File: src/rtl/lsu_mem_stage.sv
// RV32I load/store unit between the ALU and writeback: drives a req/ack data port,
// stalls the core while busy and formats load results. Optional: LSU_MISALIGN_TRAP_EN.
module lsu_mem_stage #(
   parameter int WIDTH = 32,
   parameter int BE_W  = WIDTH/8
) (
   input  logic             clk,
   input  logic             rst_n,
   input  logic             valid,
   input  logic [6:0]       opcode,
   input  logic [2:0]       func3,
   input  logic [WIDTH-1:0] addr,
   input  logic [WIDTH-1:0] store_data,
   output logic             stall,
   output logic [WIDTH-1:0] load_data,
   output logic             load_valid,
   output logic             mem_req,
   output logic             mem_we,
   output logic [WIDTH-1:0] mem_addr,
   output logic [BE_W-1:0]  mem_be,
   output logic [WIDTH-1:0] mem_wdata,
   input  logic             mem_ack,
   input  logic [WIDTH-1:0] mem_rdata,
   output logic             misalign_trap
);

   localparam logic [6:0] OP_LOAD  = 7'b0000011;
   localparam logic [6:0] OP_STORE = 7'b0100011;

   typedef enum logic [1:0] {IDLE = 2'd0, BUSY = 2'd1, DONE = 2'd2} state_t;

   state_t           r_state;
   state_t           w_state_next;

   logic             w_is_load;
   logic             w_is_store;
   logic             w_is_mem;
   logic             w_misalign;
   logic [BE_W-1:0]  w_be;
   logic [WIDTH-1:0] w_wdata;

   logic [WIDTH-1:0] r_mem_addr;
   logic             r_mem_we;
   logic [BE_W-1:0]  r_mem_be;
   logic [WIDTH-1:0] r_mem_wdata;
   logic [1:0]       r_off;
   logic [2:0]       r_func3;
   logic             r_is_load;
   logic             r_trap;
   logic [WIDTH-1:0] r_load_data;

   assign w_is_load  = valid & (opcode == OP_LOAD);
   assign w_is_store = valid & (opcode == OP_STORE);
   assign w_is_mem   = w_is_load | w_is_store;

   // Lane selection and sign/zero extension of the returned word.
   function automatic logic [31:0] fmt_load(input logic [31:0] rdata,
                                            input logic [1:0]  off,
                                            input logic [2:0]  f3);
      logic [7:0]  b;
      logic [15:0] h;
      b = rdata[{off, 3'b000} +: 8];
      h = off[1] ? rdata[31:16] : rdata[15:0];
      case (f3)
         3'b000:  fmt_load = {{24{b[7]}}, b};
         3'b100:  fmt_load = {24'd0, b};
         3'b001:  fmt_load = {{16{h[15]}}, h};
         3'b101:  fmt_load = {16'd0, h};
         default: fmt_load = rdata;
      endcase
   endfunction

   always_comb begin
      w_be    = 4'b1111;
      w_wdata = store_data;
      if (w_is_store) begin
         case (func3)
            3'b000: begin
               w_be    = 4'b0001 << addr[1:0];
               w_wdata = {4{store_data[7:0]}};
            end
            3'b001: begin
               w_be    = addr[1] ? 4'b1100 : 4'b0011;
               w_wdata = {2{store_data[15:0]}};
            end
            default: begin
               w_be    = 4'b1111;
               w_wdata = store_data;
            end
         endcase
      end
   end

`ifdef LSU_MISALIGN_TRAP_EN
   // Loads use func3[1:0] for size; stores treat every code but 000/001 as a word.
   always_comb begin
      w_misalign = 1'b0;
      if (w_is_load) begin
         case (func3[1:0])
            2'b00:   w_misalign = 1'b0;
            2'b01:   w_misalign = addr[0];
            default: w_misalign = |addr[1:0];
         endcase
      end else if (w_is_store) begin
         case (func3)
            3'b000:  w_misalign = 1'b0;
            3'b001:  w_misalign = addr[0];
            default: w_misalign = |addr[1:0];
         endcase
      end
   end
   assign misalign_trap = (r_state == DONE) & r_trap;
`else
   assign w_misalign    = 1'b0;
   assign misalign_trap = 1'b0;
`endif

   always_comb begin
      w_state_next = r_state;
      case (r_state)
         IDLE:    if (w_is_mem) w_state_next = w_misalign ? DONE : BUSY;
         BUSY:    if (mem_ack) w_state_next = DONE;
         DONE:    w_state_next = IDLE;
         default: w_state_next = IDLE;
      endcase
   end

   // Decoded from state so an asynchronous reset drops the request at once.
   assign stall      = w_is_mem & (r_state != DONE);
   assign mem_req    = (r_state == BUSY);
   assign load_valid = (r_state == DONE) & r_is_load & ~r_trap;
   assign mem_we     = r_mem_we;
   assign mem_addr   = r_mem_addr;
   assign mem_be     = r_mem_be;
   assign mem_wdata  = r_mem_wdata;
   assign load_data  = r_load_data;

   always_ff @(posedge clk or negedge rst_n) begin
      if (!rst_n) begin
         r_state     <= IDLE;
         r_mem_addr  <= '0;
         r_mem_we    <= 1'b0;
         r_mem_be    <= '0;
         r_mem_wdata <= '0;
         r_off       <= 2'd0;
         r_func3     <= 3'd0;
         r_is_load   <= 1'b0;
         r_trap      <= 1'b0;
         r_load_data <= '0;
      end else begin
         r_state <= w_state_next;
         if (r_state == IDLE && w_is_mem) begin
            r_mem_addr  <= {addr[WIDTH-1:2], 2'b00};
            r_mem_we    <= w_is_store & ~w_misalign;
            r_mem_be    <= w_be;
            r_mem_wdata <= w_wdata;
            r_off       <= addr[1:0];
            r_func3     <= func3;
            r_is_load   <= w_is_load;
            r_trap      <= w_misalign;
         end
         if (r_state == BUSY && mem_ack && r_is_load)
            r_load_data <= fmt_load(mem_rdata, r_off, r_func3);
      end
   end

endmodule
File: config.mk
export PLATFORM = sky130hd
export DESIGN_NAME = lsu_mem_stage
export DESIGN_NICKNAME = d
export VERILOG_FILES = /design/src/rtl/lsu_mem_stage.sv
export SDC_FILE = /design/constraint.sdc
export NUM_CORES = 1
export LEC_CHECK = 0
export ABC_AREA = 1
export ABC_CLOCK_PERIOD_IN_PS = 2800
export CAP_MARGIN = 20
export CORE_UTILIZATION = 49
export CTS_BUF_LIST = sky130_fd_sc_hd__clkbuf_8
export CTS_CLUSTER_SIZE = 25
export DETAILED_ROUTE_END_ITERATION = 16
export PLACE_DENSITY = 0.95
export SLEW_MARGIN = 10
export SYNTH_ARGS = -nofsm -noshare
export SYNTH_HDL_FRONTEND = slang
export SYNTH_SLANG_ARGS = --single-unit
File: constraint.sdc
create_clock -name clk -period 2.8 [get_ports clk]
set_input_delay 0.56 -clock clk [delete_from_list [all_inputs] [get_ports clk]]
set_output_delay 0.56 -clock clk [all_outputs]
set_load 0.01 [all_outputs]
==> results_dict.tcl <==
set metrics [dict create \
    outcome "complete, no violations" \
    grt_util_all_layers 0.289 \
    crit_path_cell_trace "clkdlybuf4s50_1, nand2_1, nor2_4, nand2_1, nand2_2, o21a_1, clkdlybuf4s50_1" \
    crit_path_max_incr_delay_ns 0.56 \
    num-nets-final 1087 \
    gr-total-overflow 0 \
    period_minus_slack_ns 2.72 \
    syn_to_final_growth_pct 43.5 \
    post_drt_via_cell_ratio 5.12 \
    final_cell_area_mm2 0.00795 \
    power_switching_share 0.331 \
    hold_buffers 0 \
    data_arrival_critical_path_ns 2.16 \
    dp_wirelength_um 11900 \
    max_slew.worst_pin.slew_ns 0.597 \
    post-place-ws_ns 0.0793 \
    timing.final.hold_violations 0 \
    critical-path-slowest-cell "sky130_fd_sc_hd__clkdlybuf4s50_1" \
    global_route_wire_length_before_repair_um 26400 \
    hold_slack_ns 0.199 \
    post_route_cells_drive_above_1_share 0.0631 \
    post_route_worst_setup_slack_ns 0.0819 \
    hp-class "in2async" \
    portBuffers 211 \
    finalCoreUtilization 0.727 \
    initial_standard_cell_utilization_of_the_core 0.507 \
    fin_tns_setup_ns 0 \
    setup_violations 0 \
    drt_iter0_drc 408 \
    cellInternalPower_mw 3.01 \
    cts.repair_timing.setup_buffer_count 0 \
    drt.antenna.violating_nets 0 \
    setup.worst_path.class "in2out" \
    routed-via-count 5748 \
    clkLatencyLatePin_ns 0.38 \
    max-cap-violations 0 \
    synth.lib_cells_used.distinct 28 \
    dieArea_mm2 0.0117 \
    power_frac_comb 0.335 \
    place.gp.congestion 0.933 \
    clockPowerShare 0.217 \
    ys_warn_count 0 \
    synth_top_area_cells "sky130_fd_sc_hd__dfrtp_1 (48%), sky130_fd_sc_hd__nand2_1 (27%), sky130_fd_sc_hd__nand3_1 (5.9%)" \
    p_leak_nw 4.14 \
    first_pass_iters 7 \
    grt_pass1_vias 5462 \
    number_of_antenna_violations_at_the_first_check_in_global_routing 0 \
    h-tree-depth 3 \
    cts_resized 0 \
    syn_area_per_cell_um2 7.08 \
    pwr_density_cell_mw_per_mm2 566 \
    clockRootBuffer "sky130_fd_sc_hd__clkbuf_8" \
    routed_wl_um 16600 \
    rows 38 \
    dpl-instance-area_mm2 0.00775 \
    setup_repair_after_global_routing_missed_its_margin "false" \
    routedWlPerCell_um 14.8 \
    r2r-start "r_off[1]$_DFFE_PN0P_" \
    slew_viol_final 0 \
    pin_count_of_the_biggest_net_entering_global_routing 108 \
    critical_path.startpoint_type "primary input" \
    core_area_mm2 0.0109 \
    drc 0 \
    power.switching_mw 1.49 \
    syn_inst 783 \
    max-slew-margin-rel 0.602 \
    clk_path_buf_depth 2 \
    layout_common_cells "sky130_fd_sc_hd__nand2_1 (403), sky130_fd_sc_hd__clkdlybuf4s50_1 (210), sky130_fd_sc_hd__dfrtp_1 (107), sky130_fd_sc_hd__nand3_1 (65), sky130_fd_sc_hd__inv_1 (41)" \
    clock_sink_count 107 \
    worst_ir_drop_vdd_v 0.000328 \
    worst-endpoint-required_ns 2.24 \
    reg2reg_to "load_data[25]$_DFFE_PN0P_" \
    synth_top_cell_area_share 0.483 \
    worst_setup_path_end_kind "primary output" \
    fp.dieH_um 108 \
    cts_buffers 9 \
    die_w_um 108 \
    clk_transition_reported_paths_ns 0.11 \
    synth.cell_area_mm2 0.00554 \
    tritoncts_clock_tree "built" \
    synth_sequential_area_ratio 0.483 \
    ys_seq_elements 107 \
    antenna_cells 0 \
    seqPwrFrac 0.448 \
    most_common_cell_after_layout_fill_and_taps_aside "sky130_fd_sc_hd__nand2_1" \
    synth.largest_area_cell "sky130_fd_sc_hd__dfrtp_1" \
    num_io_pins 215 \
    final.setup_skew_ns 0.0153 \
    fmaxAchievable_ghz 0.368 \
    crit_path_max_fanout 3 \
    timing.final.crit_share 0.971 \
    worst_r2r_path_depth 8 \
    reg2reg_slack_ns 0.90 \
]
## synth_stat cells
cell type,instances
sky130_fd_sc_hd__clkinv_1,1
sky130_fd_sc_hd__nor3_1,1
sky130_fd_sc_hd__or2_2,15
sky130_fd_sc_hd__nor2_1,27
sky130_fd_sc_hd__or2_1,2
sky130_fd_sc_hd__nand3_1,65
sky130_fd_sc_hd__o21ai_1,2
sky130_fd_sc_hd__o211ai_1,2
sky130_fd_sc_hd__o21a_1,1
sky130_fd_sc_hd__clkbuf_1,18
sky130_fd_sc_hd__o21ai_0,16
sky130_fd_sc_hd__conb_1,1
sky130_fd_sc_hd__a31oi_1,1
sky130_fd_sc_hd__a21oi_1,31
sky130_fd_sc_hd__nand4_1,6
sky130_fd_sc_hd__nand2_4,2
sky130_fd_sc_hd__inv_2,8
sky130_fd_sc_hd__inv_1,41
sky130_fd_sc_hd__nand2_1,403
sky130_fd_sc_hd__buf_2,18
sky130_fd_sc_hd__nand2_2,2
sky130_fd_sc_hd__nor2_4,2
sky130_fd_sc_hd__buf_6,4
sky130_fd_sc_hd__nor2_2,1
sky130_fd_sc_hd__buf_4,4
sky130_fd_sc_hd__or2_0,1
sky130_fd_sc_hd__dfrtp_1,107
sky130_fd_sc_hd__a21boi_0,1
## per-layer routing
metal | up-vias | GRT usage | part of all wire
li1 | 2797 | - | -
met1 | 2633 | 0.382 | 0.41
met2 | 286 | 0.472 | 0.47
met3 | 32 | 0.0657 | 0.091
met4 | 0 | 0.0936 | 0.023
met5 | - | 0 | 0
## registers in the layout, indices dropped and copies added (netlist names)
register   count
load_data     32
mem_addr      30
mem_be         4
mem_wdata     32
mem_we         1
r_func3        3
r_is_load      1
r_off          2
r_state        2
## power groups by stage
stage | clock (mW) | combinational (mW) | sequential [mW]
3_3_place_gp | 0 | 1.47 | 2.03
6_report | 0.976 | 1.51 | 2.01
2_1_floorplan | 0 | 0.532 | 2.12
3_5_place_dp | 0 | 1.51 | 2.03
4_1_cts | 0.994 | 1.52 | 2.01
5_1_grt | 1.06 | 1.65 | 2.05
## worst max-delay path: cells and delay by family
family | cells | cell delay (ns)
AO/OA/AOI/OAI | 1 | 0.13
buffers and inverters | 2 | 1.02
AND/OR/NAND/NOR | 4 | 0.45
## final cells by class
class,instances,area (um^2)
multi-input cells,584,2450
repair buffers,225,2250
clock buffers,9,124
fillers,828,2990
flip-flops and latches,107,2680
clock inverters,7,80.1
well taps,140,175
inverters,50,188
## per-stage QoR
stage / power [mW] / std cells
4_1_cts: 4.52 / 1122
5_1_grt: 4.76 / 1122
3_5_place_dp: 3.54 / 1106
2_1_floorplan: 2.65 / 785
3_3_place_gp: 3.50 / 1106
6_report: 4.50 / 1122
## worst max path at each step
stage	startpoint	endpoint	slack, ns	cells after the start
floorplan	opcode[4]	stall	1.06	6
global placement	opcode[1]	stall	0.11	7
detailed placement	opcode[1]	stall	0.08	7
CTS	opcode[1]	stall	0.07	7
global route	opcode[1]	stall	0.02	7
finish	opcode[1]	stall	0.08	7
## cells by family (layout without fill, tap and decap cells)
| logic type | count (synthesis) | count (layout) | share of synthesized area |
|---|---|---|---|
| AND/OR/NAND/NOR | 527 | 527 | 0.389 |
| AO/OA/AOI/OAI | 54 | 54 | 0.0508 |
| other | 1 | 3 | 0.000677 |
| buffers and inverters | 94 | 291 | 0.0759 |
| flip-flops | 107 | 107 | 0.483 |
Note: power is estimated with default switching activity, not from simulation.
